**src/rtl/knn_reuse_streamer.sv**
```systemverilog
// knn_reuse_streamer: captures the final top-K neighbour set of one query
// and replays it, one slot per cycle, at the start of the next query.
// Ports: clk/rst (sync, active high); top_k_done/top_k_entry/top_k_slot_valid
// capture side; new_query starts a replay; out_entry/out_valid/out_ready/
// out_last replay stream; replay_done, cache_valid, proto_err status.
// Optional macro KNN_REUSE_CNT_EN adds reuse_count (saturating handshake count).
module knn_reuse_streamer #(
   parameter int K       = 8,
   parameter int ENTRY_W = 64,
   parameter int CNT_W   = 16
) (
   input  logic                 clk,
   input  logic                 rst,
   input  logic                 top_k_done,
   input  logic [K*ENTRY_W-1:0] top_k_entry,
   input  logic [K-1:0]         top_k_slot_valid,
   input  logic                 new_query,
   output logic [ENTRY_W-1:0]   out_entry,
   output logic                 out_valid,
   input  logic                 out_ready,
   output logic                 out_last,
   output logic                 replay_done,
   output logic                 cache_valid,
`ifdef KNN_REUSE_CNT_EN
   output logic [CNT_W-1:0]     reuse_count,
`endif
   output logic                 proto_err
);

   localparam int PW = (K > 1) ? $clog2(K) : 1;

   typedef enum logic [1:0] {
      S_IDLE,
      S_STREAM,
      S_DONE
   } state_t;

   state_t             r_state;
   state_t             w_state_nxt;
   logic [PW-1:0]      r_ptr;
   logic [PW-1:0]      w_ptr_nxt;
   logic [ENTRY_W-1:0] r_bank [K];
   logic [K-1:0]       r_slot_vld;
   logic               r_cache_valid;
   logic               r_proto_err;
   logic               w_capture;
   logic               w_cur_vld;
   logic               w_adv;
   logic               w_last_ptr;
   logic [K-1:0]       w_hi_mask;

   // Capture is refused only while a replay is in flight.
   assign w_capture  = top_k_done && (r_state != S_STREAM);
   assign w_cur_vld  = r_slot_vld[r_ptr];
   assign w_last_ptr = (r_ptr == PW'(K - 1));

   // Empty slots are skipped in one cycle; valid ones wait for out_ready.
   assign w_adv = (r_state == S_STREAM) && (!w_cur_vld || out_ready);

   // Slots strictly above the pointer; none valid means this is the last beat.
   always_comb begin
      w_hi_mask = '0;
      for (int i = 0; i < K; i++) begin
         w_hi_mask[i] = (PW'(i) > r_ptr);
      end
   end

   always_comb begin
      w_state_nxt = r_state;
      w_ptr_nxt   = r_ptr;
      unique case (r_state)
         S_IDLE: begin
            if (new_query) begin
               w_ptr_nxt = '0;
               // A same-cycle capture counts as a cached set.
               if (r_cache_valid || top_k_done) begin
                  w_state_nxt = S_STREAM;
               end else begin
                  w_state_nxt = S_DONE;
               end
            end
         end
         S_STREAM: begin
            if (w_adv) begin
               if (w_last_ptr) begin
                  w_state_nxt = S_DONE;
               end else begin
                  w_ptr_nxt = r_ptr + 1'b1;
               end
            end
         end
         S_DONE: begin
            w_state_nxt = S_IDLE;
         end
         default: begin
            w_state_nxt = S_IDLE;
         end
      endcase
   end

   always_ff @(posedge clk) begin
      if (rst) begin
         r_state       <= S_IDLE;
         r_ptr         <= '0;
         r_slot_vld    <= '0;
         r_cache_valid <= 1'b0;
         r_proto_err   <= 1'b0;
      end else begin
         r_state <= w_state_nxt;
         r_ptr   <= w_ptr_nxt;
         if (w_capture) begin
            r_slot_vld    <= top_k_slot_valid;
            r_cache_valid <= 1'b1;
         end
         if (top_k_done && (r_state == S_STREAM)) begin
            r_proto_err <= 1'b1;
         end
      end
   end

   // Entry storage needs no reset; the slot-valid bank gates its use.
   always_ff @(posedge clk) begin
      if (w_capture) begin
         for (int i = 0; i < K; i++) begin
            r_bank[i] <= top_k_entry[i*ENTRY_W +: ENTRY_W];
         end
      end
   end

   assign out_valid   = (r_state == S_STREAM) && w_cur_vld;
   assign out_entry   = out_valid ? r_bank[r_ptr] : '0;
   assign out_last    = out_valid && ((r_slot_vld & w_hi_mask) == '0);
   assign replay_done = (r_state == S_DONE);
   assign cache_valid = r_cache_valid;
   assign proto_err   = r_proto_err;

`ifdef KNN_REUSE_CNT_EN
   logic [CNT_W-1:0] r_cnt;

   always_ff @(posedge clk) begin
      if (rst) begin
         r_cnt <= '0;
      end else if (out_valid && out_ready && (r_cnt != '1)) begin
         r_cnt <= r_cnt + 1'b1;
      end
   end

   assign reuse_count = r_cnt;
`endif

endmodule

```
**config.mk**
```make
export PLATFORM = sky130hd
export DESIGN_NAME = knn_reuse_streamer
export DESIGN_NICKNAME = d
export VERILOG_FILES = /design/src/rtl/knn_reuse_streamer.sv
export SDC_FILE = /design/constraint.sdc
export NUM_CORES = 1
export LEC_CHECK = 0
export ABC_AREA = 1
export ABC_CLOCK_PERIOD_IN_PS = 28700
export CAP_MARGIN = 20
export CELL_PAD_IN_SITES_DETAIL_PLACEMENT = 1
export CELL_PAD_IN_SITES_GLOBAL_PLACEMENT = 1
export CORE_MARGIN = 2
export CORE_UTILIZATION = 34
export CTS_CLUSTER_SIZE = 14
export DETAILED_ROUTE_END_ITERATION = 7
export PLACE_DENSITY = 0.8
export SLEW_MARGIN = 20
export SYNTH_ARGS = -nofsm -noshare
export SYNTH_HDL_FRONTEND = slang
export SYNTH_SLANG_ARGS = --single-unit
```
**constraint.sdc**
```tcl
create_clock -name clk -period 28.7 [get_ports clk]
set_clock_uncertainty 0.2 [all_clocks]
set_input_delay 4.305 -clock clk [delete_from_list [all_inputs] [get_ports clk]]
set_output_delay 4.305 -clock clk [all_outputs]
set_load 0.01 [all_outputs]
```
; ---- Word level (Yosys, flattened, before mapping)
; Memories as Yosys holds them, arrays and structs flattened. A register that Yosys moved wholly into a read port is not among the register bits.
; Index checks and enable logic that the tools add are counted.
[classes]
bitwise_logic = 1
n_eq_ne = 8
add_sub_neg = 1
order_cmp = 9
muxes = 16
n_reduce_logical = 13
[op_table]
columns = cell, count
row1 = $mux 64, 1
row2 = $mux 3, 5
row3 = $gt 3x3->1 const A, 4
row4 = $and 8x8->8, 1
row5 = $logic_not 8->1, 1
row6 = $mux 2, 4
row7 = $ne 2x2->1 const B, 4
row8 = $gt 1x3->1 const A, 2
row9 = $gt 2x3->1 const A, 2
row10 = $pmux 3 s2, 1
row11 = $logic_and 1x1->1, 5
row12 = $lt 3x4->1 const B, 1
row13 = $pmux 2 s2, 1
row14 = $reduce_and 4->1, 1
row15 = $add 3x1->3 const B, 1
row16 = $bmux 1 s3, 1
row17 = $eq 3x3->1 const B, 1
row18 = $mux 1, 3
row19 = $reduce_and 3->1, 1
row20 = $eq 2x1->1 const B, 1
row21 = $eq 2x2->1 const B, 1
row22 = $logic_not 2->1, 1
row23 = $logic_or 1x1->1, 2
row24 = $ne 2x1->1 const B, 1
row25 = other kinds (2), 2
[word_totals]
mem_bits_rw = 512
memories = 1
inputBits = 525
register_bits = 15
[memory_table]
columns = memory, words, word_bits, read_ports, rd_clocked_by_memory_dff, write_ports, line
row1 = r_bank, 8, 64, 1, 1, 8, 42  ; logic [ENTRY_W-1:0] r_bank [K];

; ---- Longest topological paths before layout
; Gate-level depths: netlist of the first run.
[depth]
depth_word = 9
mapped_depth = 11

; ---- Least setup slack after synthesis of the first run
; OpenSTA, ideal clock, no wires.
[synth_path]
kind = input to register
start = input top_k_done
end = register r_slot_vld[0]
arrival_time_ps = 28928
path_slack_ps = -548
setup_ps = 120
path_stages = 6
path_cell_list = inv_1 > nor2_1 > inv_1 > buf_2 > o21ai_0 > a21oi_1
[synth_via]
elab_chain_len = 1
[synth_lines]
columns = item, line
row1 = "start, declared", 14  ; input logic top_k_done,
row2 = $logic_and 1x1->1, 53  ; assign w_capture = top_k_done && (r_state != S_STREAM);
row3 = net w_capture, 46  ; logic w_capture;
row4 = "end signal, assigned", 112  ; r_slot_vld <= top_k_slot_valid;
row5 = "end, declared", 43  ; logic [K-1:0] r_slot_vld;
; The timed path passes the listed nets, and every way through them passes these cells.
; A chain may end at the register's enable or synchronous reset.

==> results of run 1 <==
## flip-flops by register name, summed over array words and instances, names as in the netlist, named ones only
signal	count
r_ptr	3
r_slot_vld	8
r_bank	512
r_state	2
proto_err	1
cache_valid	1
## worst paths after layout
check | endpoint | slack, ns | cells after the start | startpoint
max | r_bank[6][39] | 19.53 | 7 | top_k_done
min | r_slot_vld[1] | 0.29 | 2 | r_slot_vld[1]
max reg2reg | r_bank[6][39] | 23.14 | 8 | r_state[1]
min reg2reg | r_slot_vld[1] | 0.29 | 2 | r_slot_vld[1]
## cell type report
cell class              count  area, um^2  share of cell area (%)
well taps                 782         978                    3.33
clock buffers              69        1510                    5.16
flip-flops and latches    530       15700                    53.7
repair buffers            609        6060                    20.6
clock inverters            37         349                    1.19
diodes                     18        45.0                   0.153
inverters                  27         109                   0.371
multi-input cells         916        4550                    15.5
## stage by stage
step	power, mW	setup slack [ns]	instances	hold WS [ns]
3_3_place_gp	1.45	19.14	2864	0.271
4_1_cts	2.22	19.56	2970	0.285
3_5_place_dp	1.48	18.92	2864	0.277
2_1_floorplan	1.31	8.78	1581	0.243
6_report	2.20	19.53	2988	0.288
5_1_grt	2.30	19.17	2987	0.312
## worst max-delay path: stages
cell	delay, ns
clkdlybuf4s50_1	0.49
inv_1	0.10
nor2_4	0.63
buf_4	0.67
buf_4	0.89
buf_4	0.96
buf_4	0.88
## per-layer routing
layer  vias to the layer above  GRT usage, %  share of wire, %
met1                      7745          25.0                39
met5                         -             0             0.032
met2                       543          37.0                52
li1                       6960             -                 -
met3                       151          4.54               5.7
met4                         4          9.97               4.2
## power breakdown
group          internal (mW)  switching, mW  total [mW]
clock network          0.429          0.305       0.734
registers              0.951         0.0423       0.993
logic                  0.188          0.283       0.472
## cell families (layout without fill, tap and decap cells)
| group | after synthesis | count (layout) | synth area share [%] |
|---|---|---|---|
| and+or+nand+nor | 566 | 566 | 10.4 |
| AOI/OAI and AO/OA | 346 | 346 | 11.0 |
| DFF | 530 | 530 | 75.3 |
| other | 0 | 18 | 0 |
| adders and majority gates | 4 | 4 | 0.239 |
| buffers and inverters | 135 | 742 | 3.04 |
## layout by cell type (no fill, tap or decap), types with 13 or more instances in the layout
cell type	n
clkdlybuf4s50_1	593
edfxtp_1	512
nand2_1	472
a21oi_1	140
nor2_1	68
a32oi_1	64
a32o_1	64
clkbuf_16	59
o21ai_1	38
o21ai_0	37
inv_1	24
diode_2	18
buf_4	16
dfxtp_1	15
clkinv_2	13
==> out/results.txt, run 1 <==
status: completed
# hold bufs at CTS: 0
Design Area, Final: 29,300 um^2
CTS tree: built
crit end category: flop
wire per inst: 23.3 um
Worst-path clk slew: 0.06 ns
Final setup viols: 0
ys flop type: edfxtp_1
num ports: 594
period utilization: 31.9%
initial antenna violation count: 20
quantity of gates resized following cts: 0
max-cap viol count: 0
Slew @ Worst Pin: 1.12 ns
Final ANT Viol Nets: 0
vias per cell: 5.15
Tmin final: 9.17 ns
setup_tns: 0 ns
critical path class: in2reg
Num CTS Buffers: 57
layout cells sized above 1: 5.62%
synth top area cells: edfxtp_1 74%, nand2_1 8.5%, a21oi_1 3.4%
Bufs on Longest Clock Path: 3
most frequent cell after synthesis: edfxtp_1
synthesized flop and latch total: 530
CTS Root Cell: clkbuf_16
FFs w/ async S/R, synth: 0%
Detailed Routing Iterations Pass 1: 5
Total Routed Length: 69,500 um
final hold viol count: 0
VDD IR-drop max: 0.0492 mV
Yosys cell types: 27
biggest area consumer among synthesized cells: edfxtp_1
DP Area: 27,400 um^2
Data arrival, critical path: 9.17 ns
row cnt: 90
Slew HR: 25.1%
Mapped Nets: 2,110
hold crit path type: reg2reg
Global Route Usage Sum: 21.2%
pin count of the biggest net entering global routing: 171
CP Data Required Time: 28.70 ns
die area: 63,500 um^2
Synth top cells by count: 512 x edfxtp_1, 472 x nand2_1, 140 x a21oi_1
Syn Area/Cell: 13.2 um^2
top-area cell type share of the netlist area: 73.5%
DRC marker count from the first detailed-route iteration: 918
vias after detailed routing: 15,400
CP Max Fanout: 84
die height: 252 um
Mapped Area: 20,900 um^2
H-tree Lvls: 2
Critical Path Source Type: input pin
vias in the first global route: 16,500
Max Clock Freq: 109 MHz
Area Growth Syn to Fin: 40.4%
first-pass GRT wire length: 102,000 um
number of flops mapped to enable cells by yosys: 512
Post-Syn Instances: 1,581
fin. max-slew vios: 0
drt drc: 0
Clock Latency Late Sink: 0.59 ns
Yosys Warn Count: 0
Die Wd: 252 um
Post-DP HPWL: 47,400 um
CORE AREA: 60,600 um^2
gpl congestion: 0.843
P_leak: 10.3 nW
number of post-CTS setup repair buffers: 0
RSZ-0062 raised after global routing: no
sequential area share after synthesis: 75.3%
Initial Utilization: 34.5%
fill count: 6,205
Overflow after GRT: 0
final core utilization: 48.4%
IO Port Bufs: 593
clk sinks: 530
nets@finish: 2,670
P per Cell Area: 74.9 nW/um^2
Power figures use the tool's default switching activity.
==> run 2: changes to the inputs <==
--- a/config.mk
+++ b/config.mk
@@ -6,7 +6,7 @@
 export NUM_CORES = 1
 export LEC_CHECK = 0
 export ABC_AREA = 1
-export ABC_CLOCK_PERIOD_IN_PS = 28700
+export ABC_CLOCK_PERIOD_IN_PS = 7400
 export CAP_MARGIN = 20
 export CELL_PAD_IN_SITES_DETAIL_PLACEMENT = 1
 export CELL_PAD_IN_SITES_GLOBAL_PLACEMENT = 1
==> constraint.sdc (replaced) <==
create_clock -name clk -period 7.4 [get_ports clk]
set_clock_uncertainty 0.2 [all_clocks]
set_input_delay 1.11 -clock clk [delete_from_list [all_inputs] [get_ports clk]]
set_output_delay 1.11 -clock clk [all_outputs]
set_load 0.01 [all_outputs]
==> run 2 against run 1 <==
Combinational power increased to 3.9 times the previous value. Highest routed layer unchanged. Total power increased to 3.9 times the previous value. Sequential share of layout area fell by 0.24 points. Via count is 0.43% higher. Critical path type is now reg2out. Die area stayed put. Design area up 0.46%. Hold slack got worse by 0.011 ns. Worst setup slack got worse by 17 ns. Utilization up 0.22 points.
==> out/results.txt, run 2 (same netlist as run 1, synthesis figures left out) <==
pin count of the biggest net entering global routing: 210
Worst-path clk slew: 0.06 ns
row cnt: 90
CTS Root Cell: clkbuf_16
Critical Path Source Type: flop
initial antenna violation count: 33
first-pass GRT wire length: 103,000 um
RSZ-0062 raised after global routing: no
# hold bufs at CTS: 0
Detailed Routing Iterations Pass 1: 7
Max Clock Freq: 188 MHz
layout cells sized above 1: 5.21%
most frequent cells in the layout: 593 x clkdlybuf4s50_1, 512 x edfxtp_1, 472 x nand2_1
worst reg2reg startpoint: r_state[1]
vias in the first global route: 16,600
reg2reg setup slack: 4.38 ns
die height: 252 um
critical path class: reg2out
Area Growth Syn to Fin: 41.0%
crit end category: output port
Tmin final: 5.31 ns
CORE AREA: 60,600 um^2
commonest non-fill, non-tap cell in the layout: clkdlybuf4s50_1
setup_tns: 0 ns
quantity of gates resized following cts: 0
fin. max-slew vios: 0
die area: 63,500 um^2
vias per cell: 5.16
Die Wd: 252 um
wire per inst: 23.8 um
DRC marker count from the first detailed-route iteration: 1,222
CTS tree: built
Worst Reg-to-Reg Cells: 6
gpl congestion: 0.894
hold path startpoint: proto_err
status: completed
P per Cell Area: 292 nW/um^2
IO Port Bufs: 593
Bufs on Longest Clock Path: 3
Final setup viols: 0
fill count: 6,199
drt drc: 0
Reg area: 15,700 um^2
Top Layer Used: met5
wire length on met3: 4920 um
Slew HR: 29.6%
final hold viol count: 0
period utilization: 71.8%
VDD IR-drop max: 0.211 mV
Worst Hold Path EP: proto_err
Post-Route M1 WL: 27,900 um
Largest Register: r_bank
area of the multi-input gates: 4550 um^2
CP Max Fanout: 163
metal2 WL: 35,600 um
Regs by FF count: r_bank: 512 flops, r_slot_vld: 8 flops, r_ptr: 3 flops
Hold Crit Depth: 1
Overflow after GRT: 0
Total Routed Length: 71,400 um
vias after detailed routing: 15,500
P_leak: 10.3 nW
Initial Utilization: 34.5%
max reg flops: 512
Final ANT Viol Nets: 0
H-tree Lvls: 2
Clock Latency Late Sink: 0.59 ns
Pwr Total: 8.61 mW
hold crit path type: reg2reg
max-cap viol count: 0
num ports: 594
nets@finish: 2,669
Num CTS Buffers: 58
number of post-CTS setup repair buffers: 0
clk sinks: 530
Data arrival, critical path: 4.00 ns
Post-DP HPWL: 48,800 um
Slew @ Worst Pin: 1.06 ns
CP Data Required Time: 6.09 ns
reg2reg end: r_bank[4][20]
Global Route Usage Sum: 21.7%
[run 2: cell types whose count changed in the layout (fill, tap and decap cells not counted), moves of 2 or more]
cell	change
diode_2	+10
buf_4	-8
clkinv_1	+7
clkinv_2	-6
buf_12	+5
clkbuf_1	+4
clkinv_4	-3
clkbuf_16	+2
clkinvlp_4	-2
[run 2: worst max-delay path, stage by stage (launching register included)]
cell and delay, ns:
dfxtp_4 0.51, inv_8 0.73, buf_4 0.61, nand2_1 0.13
a32o_1 0.26, nand2_1 0.06, o21ai_1 0.09, nor2_1 0.24
clkdlybuf4s50_1 0.61
[run 2: area by class of cell]
type                            count  area share, %
Sequential cell                   530           53.4
Timing Repair Buffer              607           20.8
Multi-Input combinational cell    916           15.4
Clock buffer                       75           5.36
Tap cell                          782           3.32
Clock inverter                     34           1.06
Inverter                           27          0.412
Antenna cell                       28          0.238
[run 2: power by group]
| part | total (mW) | switching [mW] | internal, mW |
|---|---|---|---|
| registers | 3.87 | 0.183 | 3.69 |
| clock network | 2.91 | 1.20 | 1.71 |
| logic | 1.83 | 1.09 | 0.743 |
[run 2: through the flow]
step / instances / hold slack [ns] / setup WS (ns) / instance area, um^2 / util [%]
2_1_floorplan: 1581 / 0.243 / -2.92 / 20900 / -
3_3_place_gp: 2861 / 0.264 / 2.83 / 27500 / 45.4
3_5_place_dp: 2861 / 0.266 / 2.73 / 27500 / 45.4
4_1_cts: 2970 / 0.281 / 2.07 / 29400 / 48.5
5_1_grt: 2997 / 0.304 / 1.83 / 29500 / 48.7
6_report: 2999 / 0.277 / 2.09 / 29500 / 48.7
[run 2: worst max-delay path by stage]
stage	slack, ns	from	end	cells after the start
after detailed placement	2.73	flop	out_entry[53]	8
final	2.09	flop	out_entry[53]	8
after floorplan	-2.92	top_k_done	r_slot_vld[0]	6
after CTS	2.07	flop	out_entry[53]	8
after global placement	2.83	flop	out_entry[53]	8
after global routing	1.83	flop	out_entry[53]	8
[run 2: layer usage]
metal,up-vias,global-route usage [%]
met1,7684,26.1
met2,631,36.3
met4,12,10.8
li1,6972,-
met5,-,0
met3,171,5.25
==> run 3: changes to the inputs <==
--- a/config.mk
+++ b/config.mk
@@ -6,7 +6,7 @@
 export NUM_CORES = 1
 export LEC_CHECK = 0
 export ABC_AREA = 1
-export ABC_CLOCK_PERIOD_IN_PS = 7400
+export ABC_CLOCK_PERIOD_IN_PS = 4310
 export CAP_MARGIN = 20
 export CELL_PAD_IN_SITES_DETAIL_PLACEMENT = 1
 export CELL_PAD_IN_SITES_GLOBAL_PLACEMENT = 1
==> constraint.sdc (replaced) <==
create_clock -name clk -period 4.31 [get_ports clk]
set_clock_uncertainty 0.2 [all_clocks]
set_input_delay 0.6465 -clock clk [delete_from_list [all_inputs] [get_ports clk]]
set_output_delay 0.6465 -clock clk [all_outputs]
set_load 0.01 [all_outputs]
==> run 3 against run 2 <==
Sequential power up 71%. Via count up 0.90%. Clock-buffer cell count down 7. Die area unchanged. First-iteration DRC count down 15%. Design area up 1.1%. Clock power up 75%. Worst setup slack worse by 1.8 ns. Wire length up 0.95%. Critical path type unchanged. Largest cell class unchanged.
==> out/results.txt, run 3 (same netlist as run 1, synthesis figures left out) <==
pin count of the biggest net entering global routing: 117
crit-path cells: buf_12, buf_12, nand2_1, a32o_1, nand2_1, o21ai_1, nor2_1, clkdlybuf4s50_1
Design Area, Final: 29,800 um^2
row cnt: 90
final hold viol count: 0
sw frac: 28.6%
status: completed
Tmin final: 4.02 ns
Clk network pwr share: 33.9%
Inst Count DP: 2,888
Slew HR: 54.9%
Slew @ Worst Pin: 0.676 ns
P per Cell Area: 504 nW/um^2
DP Area: 27,800 um^2
pre-CTS WS: 0.853 ns
CTS Root Cell: clkbuf_16
H-tree Lvls: 2
final cell count without fillers: 3,018
Global Route Usage Sum: 21.9%
first-pass GRT wire length: 104,000 um
hold crit path type: reg2reg
Comb power frac: 22.0%
Pwr Total: 15.0 mW
Die Wd: 252 um
die height: 252 um
Worst-path clk slew: 0.05 ns
period utilization: 93.3%
RSZ-0062 raised after global routing: no
Hold Worst Slack: 0.298 ns
number of post-CTS setup repair buffers: 0
IO Port Bufs: 593
max reg flops: 512
Largest Register: r_bank
DRC marker count from the first detailed-route iteration: 1,035
final core utilization: 49.2%
Max Clock Freq: 249 MHz
CP max stage delay: 0.76 ns
quantity of gates resized following cts: 0
commonest non-fill, non-tap cell in the layout: clkdlybuf4s50_1
gpl congestion: 0.889
P_leak: 10.5 nW
vias per cell: 5.17
Total Routed Length: 72,000 um
critical path class: reg2out
most frequent cells in the layout: 593 x clkdlybuf4s50_1, 512 x edfxtp_1, 472 x nand2_1
Regs by FF count: r_bank: 512 flops, r_slot_vld: 8 flops, r_ptr: 3 flops
max-cap viol count: 0
Final setup viols: 0
Detailed Routing Iterations Pass 1: 5
Critical Path Source Type: flop
crit end category: output port
# hold bufs at CTS: 0
Num CTS Buffers: 57
fill count: 6,196
layout cells sized above 1: 6.65%
fin. max-slew vios: 0
die area: 63,500 um^2
internal cell power: 10.7 mW
final worst slack: 0.289 ns
VDD IR-drop max: 0.309 mV
P_sw: 4.29 mW
vias in the first global route: 16,800
Bufs on Longest Clock Path: 3
area of the multi-input gates: 4550 um^2
Overflow after GRT: 0
Area Growth Syn to Fin: 42.6%
Reg power frac: 44.0%
Data arrival, critical path: 3.17 ns
Crit-path slowest cell: dfxtp_4
crit-path leading delay family: buffers and inverters
Initial Utilization: 34.5%
CP Data Required Time: 3.46 ns
CORE AREA: 60,600 um^2
Reg area: 15,700 um^2
vias after detailed routing: 15,600
Clock Latency Late Sink: 0.58 ns
setup_tns: 0 ns
nets@finish: 2,694
num ports: 594
Post-DP HPWL: 51,400 um
crit path buf inv count: 3
clk sinks: 530
wire per inst: 23.9 um
Final ANT Viol Nets: 0
CTS tree: built
CP Max Fanout: 51
initial antenna violation count: 32
drt drc: 0
==> run 3: cell types whose count changed in the layout (fill, tap and decap cells not counted), sizes merged <==
| cell | before | now |
|---|---|---|
| buf | 14 | 40 |
| clkinv | 25 | 19 |
| clkinvlp | 1 | 6 |
| diode | 28 | 26 |
| clkbuf | 75 | 68 |
| bufinv | 6 | 9 |
==> run 3: layout make-up <==
type	count	share of cell area, %
Tap cell	782	3.28
Antenna cell	26	0.218
Sequential cell	530	52.8
Inverter	27	0.407
Timing Repair Buffer	633	21.5
Multi-Input combinational cell	916	15.3
Clock inverter	36	1.42
Clock buffer	68	5.06
==> run 3: final timing paths <==
check	startpoint	end	slack, ns	cells past startpoint
max	flop	out_entry[45]	0.29	8
min	r_slot_vld[0]	r_slot_vld[0]	0.30	2
max reg2reg	r_state[1]	r_bank[6][62]	1.91	6
min reg2reg	r_slot_vld[0]	r_slot_vld[0]	0.30	2
==> run 3: tightest hold or removal path, stage by stage (launching register included) <==
cell	delay [ns]
dfxtp_1	0.30
inv_1	0.09
a21oi_1	0.06
==> run 3: power by group through the flow <==
stage / clock [mW] / sequential (mW) / combinational (mW)
after floorplan: 0 / 6.68 / 1.90
after global placement: 0 / 6.69 / 3.14
after detailed placement: 0 / 6.72 / 3.28
after CTS: 5.20 / 6.62 / 3.32
after global routing: 5.36 / 6.66 / 3.59
final: 5.09 / 6.61 / 3.31
==> run 3: routing by layer <==
| metal | vias up | GRT usage (%) | wire length, um |
|---|---|---|---|
| li1 | 7019 | - | - |
| met1 | 7852 | 26.4 | 28500 |
| met2 | 579 | 37.9 | 36700 |
| met3 | 148 | 4.24 | 4040 |
| met4 | 12 | 10.2 | 2670 |
| met5 | - | 0 | 89 |
==> variant: new RTL, config.mk and constraints of run 1 <==
The parameter `K` goes from 8 to 16.
--- a/src/rtl/knn_reuse_streamer.sv
+++ b/src/rtl/knn_reuse_streamer.sv
@@ -5,7 +5,7 @@
 // out_last replay stream; replay_done, cache_valid, proto_err status.
 // Optional macro KNN_REUSE_CNT_EN adds reuse_count (saturating handshake count).
 module knn_reuse_streamer #(
-   parameter int K       = 8,
+   parameter int K       = 16,
    parameter int ENTRY_W = 64,
    parameter int CNT_W   = 16
 ) (
Interface: changed (resized top_k_entry and top_k_slot_valid); port bits go from 594 to 1114. No check against the original RTL was run, so the function may have changed too.
==> variant against run 1 <==
Synthesized area up 100%. Routed wire length rose to 2.6 times the old value. Core utilization down 0.59 points. Maximum frequency down 15%. Setup slack worse by 1.6 ns. Clock power up 95%. Critical path depth up 3. Register-to-register slack worse by 0.55 ns. Count of clock-buffer cells in the layout up 79. Critical path type is now register to output pin. Power up 96%. Sequential cell count up 522. Design area up 99%. Via count up 110%.
==> variant: results (changes against run 1) <==
STA
The worst-case headroom to the max-slew limit was 15.10% (was 25.12%). The post-route worst hold slack is 0.2593 ns (was 0.2883 ns). The portion of the clock cycle consumed by the worst path in the final layout is 37.62% (was 31.94%).

Worst setup path
The arrival time of the worst setup path is 6.29 ns (was 9.17 ns). The capturing point of the worst reg2reg path is r_bank[15][52]$_DFFE_PP_ (was r_bank[6][39]$_DFFE_PP_). The slack of the worst reg-to-reg path is 22.59 ns (was 23.14 ns).

Power and ir drop
The static leakage is 20.60 nW (was 10.32 nW).

Global route
The aggregate global-route resource usage came to 27.81% (was 21.22%). The number of global-route vias before repair is 34.08k (was 16.51k).

Place
The routability congestion estimate from global placement is 0.9415 (was 0.8426). The count of buffers from port buffering came to 1,113 (was 593). The total instance count after detailed placement is 5,795 (was 2,864).

Synth
The sequential fraction of the synthesis area is 74.67% (was 75.26%). The number of unique standard cell types used by synthesis is 31 (was 27). List of most frequent post-synthesis cells: edfxtp_1 (1,024), nand2_1 (997), a21oi_1 (334) (was edfxtp_1 (512), nand2_1 (472), a21oi_1 (140)). Leading post-synthesis cells by cell area: edfxtp_1 (73%), nand2_1 (8.9%), a21oi_1 (4.0%) (was edfxtp_1 (74%), nand2_1 (8.5%), a21oi_1 (3.4%)).

Routing
The DRC violation total after the first TritonRoute iteration is 3,372 (was 918). The final wirelength is 183.2 mm (was 69.48 mm).

Cells and area
The net count reported at finish was 5,336 (was 2,670). The share of cells above drive strength 1 came to 5.996% (was 5.622%). The number of cells in the finished layout apart from fillers is 6,113 (was 2,988). Largest registers: r_bank: 1024 flops, r_slot_vld: 16 flops, r_ptr: 4 flops (was r_bank: 512 flops, r_slot_vld: 8 flops, r_ptr: 3 flops).

Hold path
The destination of the worst hold path is r_slot_vld[0]$_SDFFE_PP0P_ (was r_slot_vld[1]$_SDFFE_PP0P_). The source of the worst hold timing path is r_slot_vld[0]$_SDFFE_PP0P_ (was r_slot_vld[1]$_SDFFE_PP0P_).

Run status
Result of the run: completed (unchanged).

CTS
The number of buffers created by CTS is 112 (was 57).
## variant: cell types whose count changed after synthesis, sizes merged, moves of 37 or more
cell and change:
a21oi +194, a22oi +65, a32oi -64, buf +79, clkbuf +37, edfxtp +512
nand2 +523, nand3 +196, o211ai +73, o21ai -51, o311ai +55
## variant: layout make-up
| type | instances | area (µm²) |
|---|---|---|
| Clock inverter | 65 | 473.0 |
| Clock buffer | 148 | 3084 |
| Antenna cell | 102 | 255.2 |
| Sequential cell | 1052 | 31330 |
| Tap cell | 1625 | 2033 |
| Fill cell | 12632 | 63640 |
| Timing Repair Buffer | 1152 | 11550 |
| Multi-Input combinational cell | 1928 | 9494 |
| Inverter | 41 | 180.2 |
## variant: worst max-delay path by stage
stage,from,end,cells after the start
2_1_floorplan,top_k_done,r_slot_vld[0]$_SDFFE_PP0P_,6
3_3_place_gp,top_k_done,r_bank[14][25]$_DFFE_PP_,8
3_5_place_dp,top_k_done,r_bank[15][25]$_DFFE_PP_,8
4_1_cts,register,out_entry[47],10
5_1_grt,register,out_entry[47],10
6_report,register,out_entry[47],10
## variant: power breakdown
part | internal (W) | switching [W]
registers | 0.00187 | 0.0000763
clock network | 0.000807 | 0.000625
logic | 0.000332 | 0.000608
total | 0.00301 | 0.00131
## variant: through the flow
| step | area (µm²) | power (W) |
|---|---|---|
| finish | 58390 | 0.004319 |
| global route | 58360 | 0.004469 |
| CTS | 58050 | 0.004337 |
| detailed placement | 54490 | 0.002909 |
| global placement | 54490 | 0.002872 |
| floorplan | 41940 | 0.002503 |
## variant: layer usage
layer  track usage, %  up-vias  wire length [µm]
met2            47.20     1712             92120
li1                 -    14115                 -
met5                0        -               188
met4            18.84       28             12540
met1            29.78    16439             62330
met3            8.533      443             16030
